File: src/rtl/iob_cache_mem_arbiter.sv
// iob_cache_mem_arbiter
//   Shares one native back-end memory port between N_MASTERS cache back-ends.
//   Round-robin arbitration with one transaction per grant. An optional
//   per-master lock keeps a burst contiguous for at most MAX_LOCK
//   transactions. Memory-side request outputs are registered.
//
// Ports
//   clk        clock, all state on rising edge
//   reset      asynchronous active-low reset
//   m_valid    per-master request, held until the matching m_ready
//   m_addr     master i address at [i*ADDR_W +: ADDR_W]
//   m_wdata    master i write data at [i*DATA_W +: DATA_W]
//   m_wstrb    master i byte strobes (all zero = read)
//   m_lock     master i asks to keep the grant after its current transaction
//   m_rdata    read data broadcast to all masters (valid with m_ready)
//   m_ready    one-hot completion pulse to the granted master
//   mem_valid  registered memory request
//   mem_addr   registered address
//   mem_wdata  registered write data
//   mem_wstrb  registered byte strobes
//   mem_rdata  memory read data
//   mem_ready  memory completion pulse
//   grant      index of the current or last granted master
//   busy       a transaction is outstanding (same as mem_valid)
module iob_cache_mem_arbiter #(
  parameter int N_MASTERS = 2,
  parameter int ADDR_W    = 12,
  parameter int DATA_W    = 32,
  parameter int MAX_LOCK  = 8,
  parameter int M_W       = $clog2(N_MASTERS)
) (
  input  logic                            clk,
  input  logic                            reset,
  input  logic [N_MASTERS-1:0]            m_valid,
  input  logic [N_MASTERS*ADDR_W-1:0]     m_addr,
  input  logic [N_MASTERS*DATA_W-1:0]     m_wdata,
  input  logic [N_MASTERS*(DATA_W/8)-1:0] m_wstrb,
  input  logic [N_MASTERS-1:0]            m_lock,
  output logic [DATA_W-1:0]               m_rdata,
  output logic [N_MASTERS-1:0]            m_ready,
  output logic                            mem_valid,
  output logic [ADDR_W-1:0]               mem_addr,
  output logic [DATA_W-1:0]               mem_wdata,
  output logic [DATA_W/8-1:0]             mem_wstrb,
  input  logic [DATA_W-1:0]               mem_rdata,
  input  logic                            mem_ready,
  output logic [M_W-1:0]                  grant,
  output logic                            busy
);

  localparam int NBYTES = DATA_W / 8;
  localparam int LCW    = $clog2(MAX_LOCK) + 1;
  localparam logic [LCW-1:0] LOCK_LAST = LCW'(MAX_LOCK - 1);
  localparam logic [M_W-1:0] LAST_M    = M_W'(N_MASTERS - 1);

  typedef enum logic {IDLE, BUSY} state_t;

  state_t              state, state_n;
  logic [M_W-1:0]      rr_ptr, rr_ptr_n;
  logic [M_W-1:0]      grant_n;
  logic [LCW-1:0]      lock_cnt, lock_cnt_n;
  logic                lock_active, lock_active_n;
  logic                mem_valid_n;
  logic [ADDR_W-1:0]   mem_addr_n;
  logic [DATA_W-1:0]   mem_wdata_n;
  logic [NBYTES-1:0]   mem_wstrb_n;

  logic                win;
  logic [M_W-1:0]      win_idx;
  int unsigned         idx;

  assign m_rdata = mem_rdata;
  assign busy    = mem_valid;

  // Winner selection. A held lock restricts eligibility to the locked
  // master; otherwise search starting at rr_ptr. A lock whose owner has
  // dropped m_lock falls straight through to round-robin.
  always_comb begin
    win     = 1'b0;
    win_idx = grant;
    idx     = 0;
    if (lock_active && m_lock[grant]) begin
      win     = m_valid[grant];
      win_idx = grant;
    end else begin
      for (int unsigned i = 0; i < N_MASTERS; i++) begin
        idx = (int'(rr_ptr) + i) % N_MASTERS;
        if (!win && m_valid[idx]) begin
          win     = 1'b1;
          win_idx = M_W'(idx);
        end
      end
    end
  end

  always_comb begin
    state_n       = state;
    rr_ptr_n      = rr_ptr;
    grant_n       = grant;
    lock_cnt_n    = lock_cnt;
    lock_active_n = lock_active;
    mem_valid_n   = mem_valid;
    mem_addr_n    = mem_addr;
    mem_wdata_n   = mem_wdata;
    mem_wstrb_n   = mem_wstrb;
    m_ready       = '0;
    case (state)
      IDLE: begin
        if (lock_active && !m_lock[grant]) begin
          lock_active_n = 1'b0;
          lock_cnt_n    = '0;
        end
        if (win) begin
          grant_n     = win_idx;
          mem_addr_n  = m_addr[int'(win_idx)*ADDR_W +: ADDR_W];
          mem_wdata_n = m_wdata[int'(win_idx)*DATA_W +: DATA_W];
          mem_wstrb_n = m_wstrb[int'(win_idx)*NBYTES +: NBYTES];
          mem_valid_n = 1'b1;
          state_n     = BUSY;
        end
      end
      BUSY: begin
        if (mem_ready) begin
          m_ready[grant] = 1'b1;
          mem_valid_n    = 1'b0;
          state_n        = IDLE;
          // MAX_LOCK=1 makes LOCK_LAST zero, so the lock never engages.
          if (m_lock[grant] && lock_cnt < LOCK_LAST) begin
            lock_active_n = 1'b1;
            lock_cnt_n    = lock_cnt + LCW'(1);
          end else begin
            lock_active_n = 1'b0;
            lock_cnt_n    = '0;
            rr_ptr_n      = (grant == LAST_M) ? '0 : grant + M_W'(1);
          end
        end
      end
      default: state_n = IDLE;
    endcase
  end

  always_ff @(posedge clk or negedge reset) begin
    if (!reset) begin
      state       <= IDLE;
      rr_ptr      <= '0;
      grant       <= '0;
      lock_cnt    <= '0;
      lock_active <= 1'b0;
      mem_valid   <= 1'b0;
      mem_addr    <= '0;
      mem_wdata   <= '0;
      mem_wstrb   <= '0;
    end else begin
      state       <= state_n;
      rr_ptr      <= rr_ptr_n;
      grant       <= grant_n;
      lock_cnt    <= lock_cnt_n;
      lock_active <= lock_active_n;
      mem_valid   <= mem_valid_n;
      mem_addr    <= mem_addr_n;
      mem_wdata   <= mem_wdata_n;
      mem_wstrb   <= mem_wstrb_n;
    end
  end

endmodule

File: config.mk
export PLATFORM = sky130hd
export DESIGN_NAME = iob_cache_mem_arbiter
export DESIGN_NICKNAME = d
export VERILOG_FILES = /design/src/rtl/iob_cache_mem_arbiter.sv
export SDC_FILE = /design/constraint.sdc
export NUM_CORES = 1
export LEC_CHECK = 0
export CELL_PAD_IN_SITES_DETAIL_PLACEMENT = 1
export CELL_PAD_IN_SITES_GLOBAL_PLACEMENT = 2
export CORE_ASPECT_RATIO = 1.25
export CORE_MARGIN = 5
export CORE_UTILIZATION = 20
export CTS_CLUSTER_SIZE = 28
export DETAILED_ROUTE_END_ITERATION = 8
export GPL_ROUTABILITY_DRIVEN = 0
export GPL_TIMING_DRIVEN = 0
export PLACE_DENSITY_LB_ADDON = 0.1
export SLEW_MARGIN = 20
export SYNTH_ARGS = -nofsm -noshare
export SYNTH_HDL_FRONTEND = slang
export SYNTH_SLANG_ARGS = --single-unit
File: constraint.sdc
create_clock -name clk -period 2.39 [get_ports clk]
set_input_delay 0.3585 -clock clk [delete_from_list [all_inputs] [get_ports clk]]
set_output_delay 0.3585 -clock clk [all_outputs]
set_load 0.03 [all_outputs]
-- After elaboration in Yosys (flattened, before gate mapping)
Cells that the tools add are included.
- bits in registers: 57
- input bits: 135
- output and inout port bits: 85
- shifts and indexed selects: 3
- mux-type cells: 34
- $lt $le $gt $ge: 5
- bitwise operators: 2
- reduce and logical (&&, ||, !) cells: 11
- multiply operators: 1
- eq/ne operators: 3
- $add $sub $neg: 3
- operator list (cell ; number):
    indexed part select 64 x 7 -> 32 bit ; 1
    2-to-1 mux 1 bit ; 24
    indexed part select 24 x 6 -> 12 bit ; 1
    2-to-1 mux 4 bit ; 3
    case mux 4 bit (2 select lines) ; 1
    indexed part select 8 x 4 -> 4 bit ; 1
    < comparator 1 x 2 -> 1 bit (second input constant) ; 3
    inequality test 2 bit (second input constant) ; 3
    case mux 1 bit (2 select lines) ; 3
    AND reduction 2 bit ; 3
    logical AND 1 bit ; 5
    adder 4 x 1 -> 4 bit (second input constant) ; 1
    < comparator 4 x 3 -> 1 bit (second input constant) ; 1
    2-to-1 mux 2 bit ; 2
    multiplier 1 x 2 -> 3 bit (second input constant) ; 1
    AND reduction 3 bit ; 1
    adder 1 bit (second input constant) ; 2
    logical NOT 1 bit ; 2
    NOT 1 bit ; 2
    demux 1 bit (select 1 bit) ; 1
    greater-or-equal comparator 1 bit (second input constant) ; 1

-- Depth between registers and ports, before layout
- depth in word-level cells: 10
- mapped depth: 6
- depth with buffers taken out: 4

-- Least setup slack after synthesis
Ideal clock, no wire load.
- kind: reg-to-reg
- start point: reg grant
- end point: reg mem_addr[11]
- data required time: 2279 ps
- setup slack: 689 ps
- library setup time: 111 ps
- path buffers: 2
- arrival: 1589 ps
- stages on the path, launching flop included: 7
- cells stage by stage: dfrtp_1 -> and3_4 -> a211oi_1 -> o21ba_2 -> buf_6 -> buf_6 -> a222oi_1
- word-level cells in the longest chain between the ends: 6
- elaborated cells on any way between the ends: 12
- ends and longest elaborated chain (item ; RTL line ; RTL):
    from (decl) ; 47 ; output logic [M_W-1:0] grant,
    from (signal assigned) ; 156 ; grant <= grant_n;
    2-to-1 mux 1 bit (implied by the code) (2 in series) ; 82 ; if (lock_active && m_lock[grant]) begin
    logical AND 1 bit ; 82 ;
    2-to-1 mux 1 bit ; 82 ;
    multiplier 1 x 2 -> 3 bit ; 115 ; mem_addr_n = m_addr[int'(win_idx)*ADDR_W +: ADDR_W];
    indexed part select 24 x 6 -> 12 bit ; 115 ;
    to (signal assigned) ; 160 ; mem_addr <= mem_addr_n;
    to (decl) ; 42 ; output logic [ADDR_W-1:0] mem_addr,
Parallel ways exist; a longest one is shown, timed or not. The select of a mux whose other input is x is not followed.
A chain may end at the register's enable or synchronous reset.

-- Final worst setup path
- start point: in mem_ready
- end point: out m_ready[1]
- word-level cells in the longest chain between the ends: 2
- ends and longest elaborated chain (item ; RTL line ; RTL):
    from (decl) ; 46 ; input logic mem_ready,
    2-to-1 mux 2 bit ; 123 ; if (mem_ready) begin
    2-to-1 mux 2 bit ; 107 ; case (state)
    to (decl) ; 40 ; output logic [N_MASTERS-1:0] m_ready,
No other way between the ends.

==> impl_metrics.py <==
metrics = {
    "clock_network": {
        "ctsLongestPathBuffers": 2,
        "cts_root_buffer": "clkbuf_16",
        "hold_buffers": 1,
        "cts_htree_levels": 3,
        "cts-buffers-inserted": 9,
        "insertion_delay_ps": 330,
        "cts_setup_buffers": 0,
        "cts_sinks": 57,
        "postCtsResizedCells": 0,
        "cts_tree": "yes",
        "path_clk_slew_ps": 50,
    },
    "sta": {
        "timing_max_transition_violations_final": 0,
        "fin_ws_ps": 280.1,
        "post-route-period-util_pct": 88.28,
        "setup_violations": 0,
        "hold_violations": 0,
        "finClkSkew_ps": 7.233,
        "rsz0062_at_grt": "no",
        "maxSlewHeadroom_pct": 54.26,
        "post-route-min-period_ps": 2110,
        "worstMarginPinSlew_ps": 682.0,
        "max_freq_mhz": 474.0,
    },
    "final_layout": {
        "fillers": 1817,
        "drive_above_1_share_pct": 12.50,
        "post-route-util_pct": 35.91,
        "diodes": 0,
        "area_growth_pct": 78.71,
        "nets": 676,
    },
    "setup_path": {
        "path_common_cell": "clkdlybuf4s50_1",
        "critPathMaxStageDelay_ps": 680,
        "cp_max_fo": 4,
        "cpLargestDelayFamily": "buffers and inverters",
        "critical_path_class": "in2out",
        "required_ps": 2030,
        "cp_cell_sequence": "clkdlybuf4s50_1 -> nand2_1 -> nor2_1 -> clkdlybuf4s50_1",
        "path_buf_inv": 2,
        "end_kind": "output port",
        "cpMaxStageDelayCell": "clkdlybuf4s50_1",
        "crit_arrival_ps": 1750,
        "crit_path_start_kind": "input port",
    },
    "routing": {
        "wirelength_um": 11570,
        "ant_nets": 0,
        "wl_per_cell_um": 15.30,
        "vias": 3109,
        "via_per_inst": 4.112,
        "drc_errors": 0,
        "drtIter0Drc": 207,
        "drtPass1Iterations": 5,
    },
    "synth": {
        "yosysWarnings": 0,
        "synth.cell_area_um2": 3103,
        "synth.distinct_cells": 30,
        "ys_ff_latch": 57,
        "synth_seq_area_share_pct": 45.97,
        "synth_cells": 340,
        "async_reset_ff_share_pct": 100.0,
        "synth-main-ff-cell": "dfrtp_1",
        "synth_edf_count": 0,
        "syn-num-nets": 476,
        "avgSynthCellArea_um2": 9.126,
    },
    "placement": {
        "io_buffer_count": 187,
        "place.detailed.hpwl_um": 8918,
        "preCtsSetupSlack_ps": 10.14,
    },
    "floorplanning": {
        "initial_core_util_pct": 20.09,
        "rows": 51,
        "fp.dieH_um": 149.3,
        "fp.dieW_um": 121.4,
        "num_io_pins": 220,
        "die_area_um2": 18120,
        "core-area_um2": 15440,
    },
    "outcome": {
        "status": "complete, no violations",
    },
    "global_route": {
        "track_usage_pct": 12.53,
        "grt_pass1_vias": 3415,
        "antenna_found_initial": 0,
        "grt_remaining_overflow": 0,
        "grt_pass1_wl_um": 17680,
        "grt_max_degree": 34,
    },
    "power_and_ir_drop": {
        "p_per_area_nw_per_um2": 1159,
        "power_leakage_nw": 2.805,
        "ir_drop_uv": 307.0,
    },
    "worst_hold_path": {
        "hp-class": "reg2reg",
    },
    "run": {
        "maxCapViolCount": 0,
    },
}
## worst reg2reg max path, stage by stage, from the launching register on
cell and delay [ps]:
dfrtp_1 460, nand4bb_1 180, o211ai_2 140, nor3_2 300
clkbuf_1 490, a222oi_1 190
## report_power, final
part           switching, W  internal (W)
Clock              0.000447      0.000795
Combinational       0.00193       0.00157
Sequential         0.000255       0.00143
Total               0.00263       0.00379
## kinds of logic (layout without fill, tap and decap cells)
group	count (synthesis)	in the layout	share of synthesized area, %
compound gates	68	68	20.16
fa+ha+maj	1	1	0.4032
buf+inv	197	401	30.16
flops	57	57	45.97
mux	1	1	0.3226
simple gates	16	16	2.984
## final timing paths
check	startpoint	end	slack, ps	cells after the start
setup / recovery	mem_ready	m_ready[1]	280	4
hold / removal	lock_cnt[3]	lock_cnt[3]	480	2
hold reg to reg	lock_cnt[3]	lock_cnt[3]	480	2
setup reg to reg	grant	mem_wdata[29]	460	5
min in group asynchronous	reset	mem_wdata[29]	500	2
max in group asynchronous	reset	mem_wdata[16]	1360	3
## synth_stat cells (3+ instances only)
cell type  number  area (µm²)
nand2_1         6       22.52
o21ai_0         4       20.02
dfrtp_1        57        1426
a21oi_1         4       20.02
and2_1          3       18.77
inv_1         149       559.3
buf_4          33       247.7
a222oi_1       48       480.5
buf_2           4       20.02
buf_6           9       101.4
## state kept, by name (all words and copies together) (netlist names)
signal       count
busy             1
grant            1
lock_active      1
lock_cnt         4
mem_addr        12
mem_wdata       32
mem_wstrb        4
rr_ptr           1
state            1
## routing by layer
layer	wire length, µm	part of all wire, %	global-route usage, %	up-vias
met5	0	0	0	-
met4	216	1.9	4.877	0
met3	1216	11	5.994	11
met2	5503	48	20.47	160
met1	4630	40	14.09	1478
li1	-	-	-	1460
## layout by cell type (no fill, tap or decap), types with 2 or more instances in the layout
cell type and instances:
and2_1 3, clkinv_2 3, buf_2 4, dfrtp_1 57, o21ai_0 4, clkbuf_1 4
a211oi_1 2, buf_4 34, a222oi_1 48, buf_6 9, nand2_1 6, nor2_1 2
clkdlybuf4s50_1 186, clkbuf_16 9, inv_1 149, a21oi_1 4
## cell type report
class                           instances  area (µm²)  area share (%)
Clock inverter                          4       45.04          0.8123
Timing Repair Buffer                  189        1899           34.25
Sequential cell                        57        1426           25.72
Inverter                              149       559.3           10.09
Tap cell                              212       265.3           4.783
Clock buffer                           11       232.7           4.197
Multi-Input combinational cell         86       740.7           13.36
Buffer                                 48       376.6           6.792
## metrics by stage
stage | std cells | power (W) | TNS, ps | instance area [µm²] | hold WS [ps]
floorplan | 340 | 0.003743 | 0 | 3103 | 62.91
global placement | 739 | 0.005215 | -73570 | 5240 | 476.9
detailed placement | 740 | 0.005280 | 0 | 5258 | 309.2
CTS | 756 | 0.006580 | 0 | 5545 | 487.6
global route | 756 | 0.006861 | 0 | 5545 | 509.0
finish | 756 | 0.006427 | 0 | 5545 | 476.3
No activity file was read; power rests on OpenSTA's default activity.
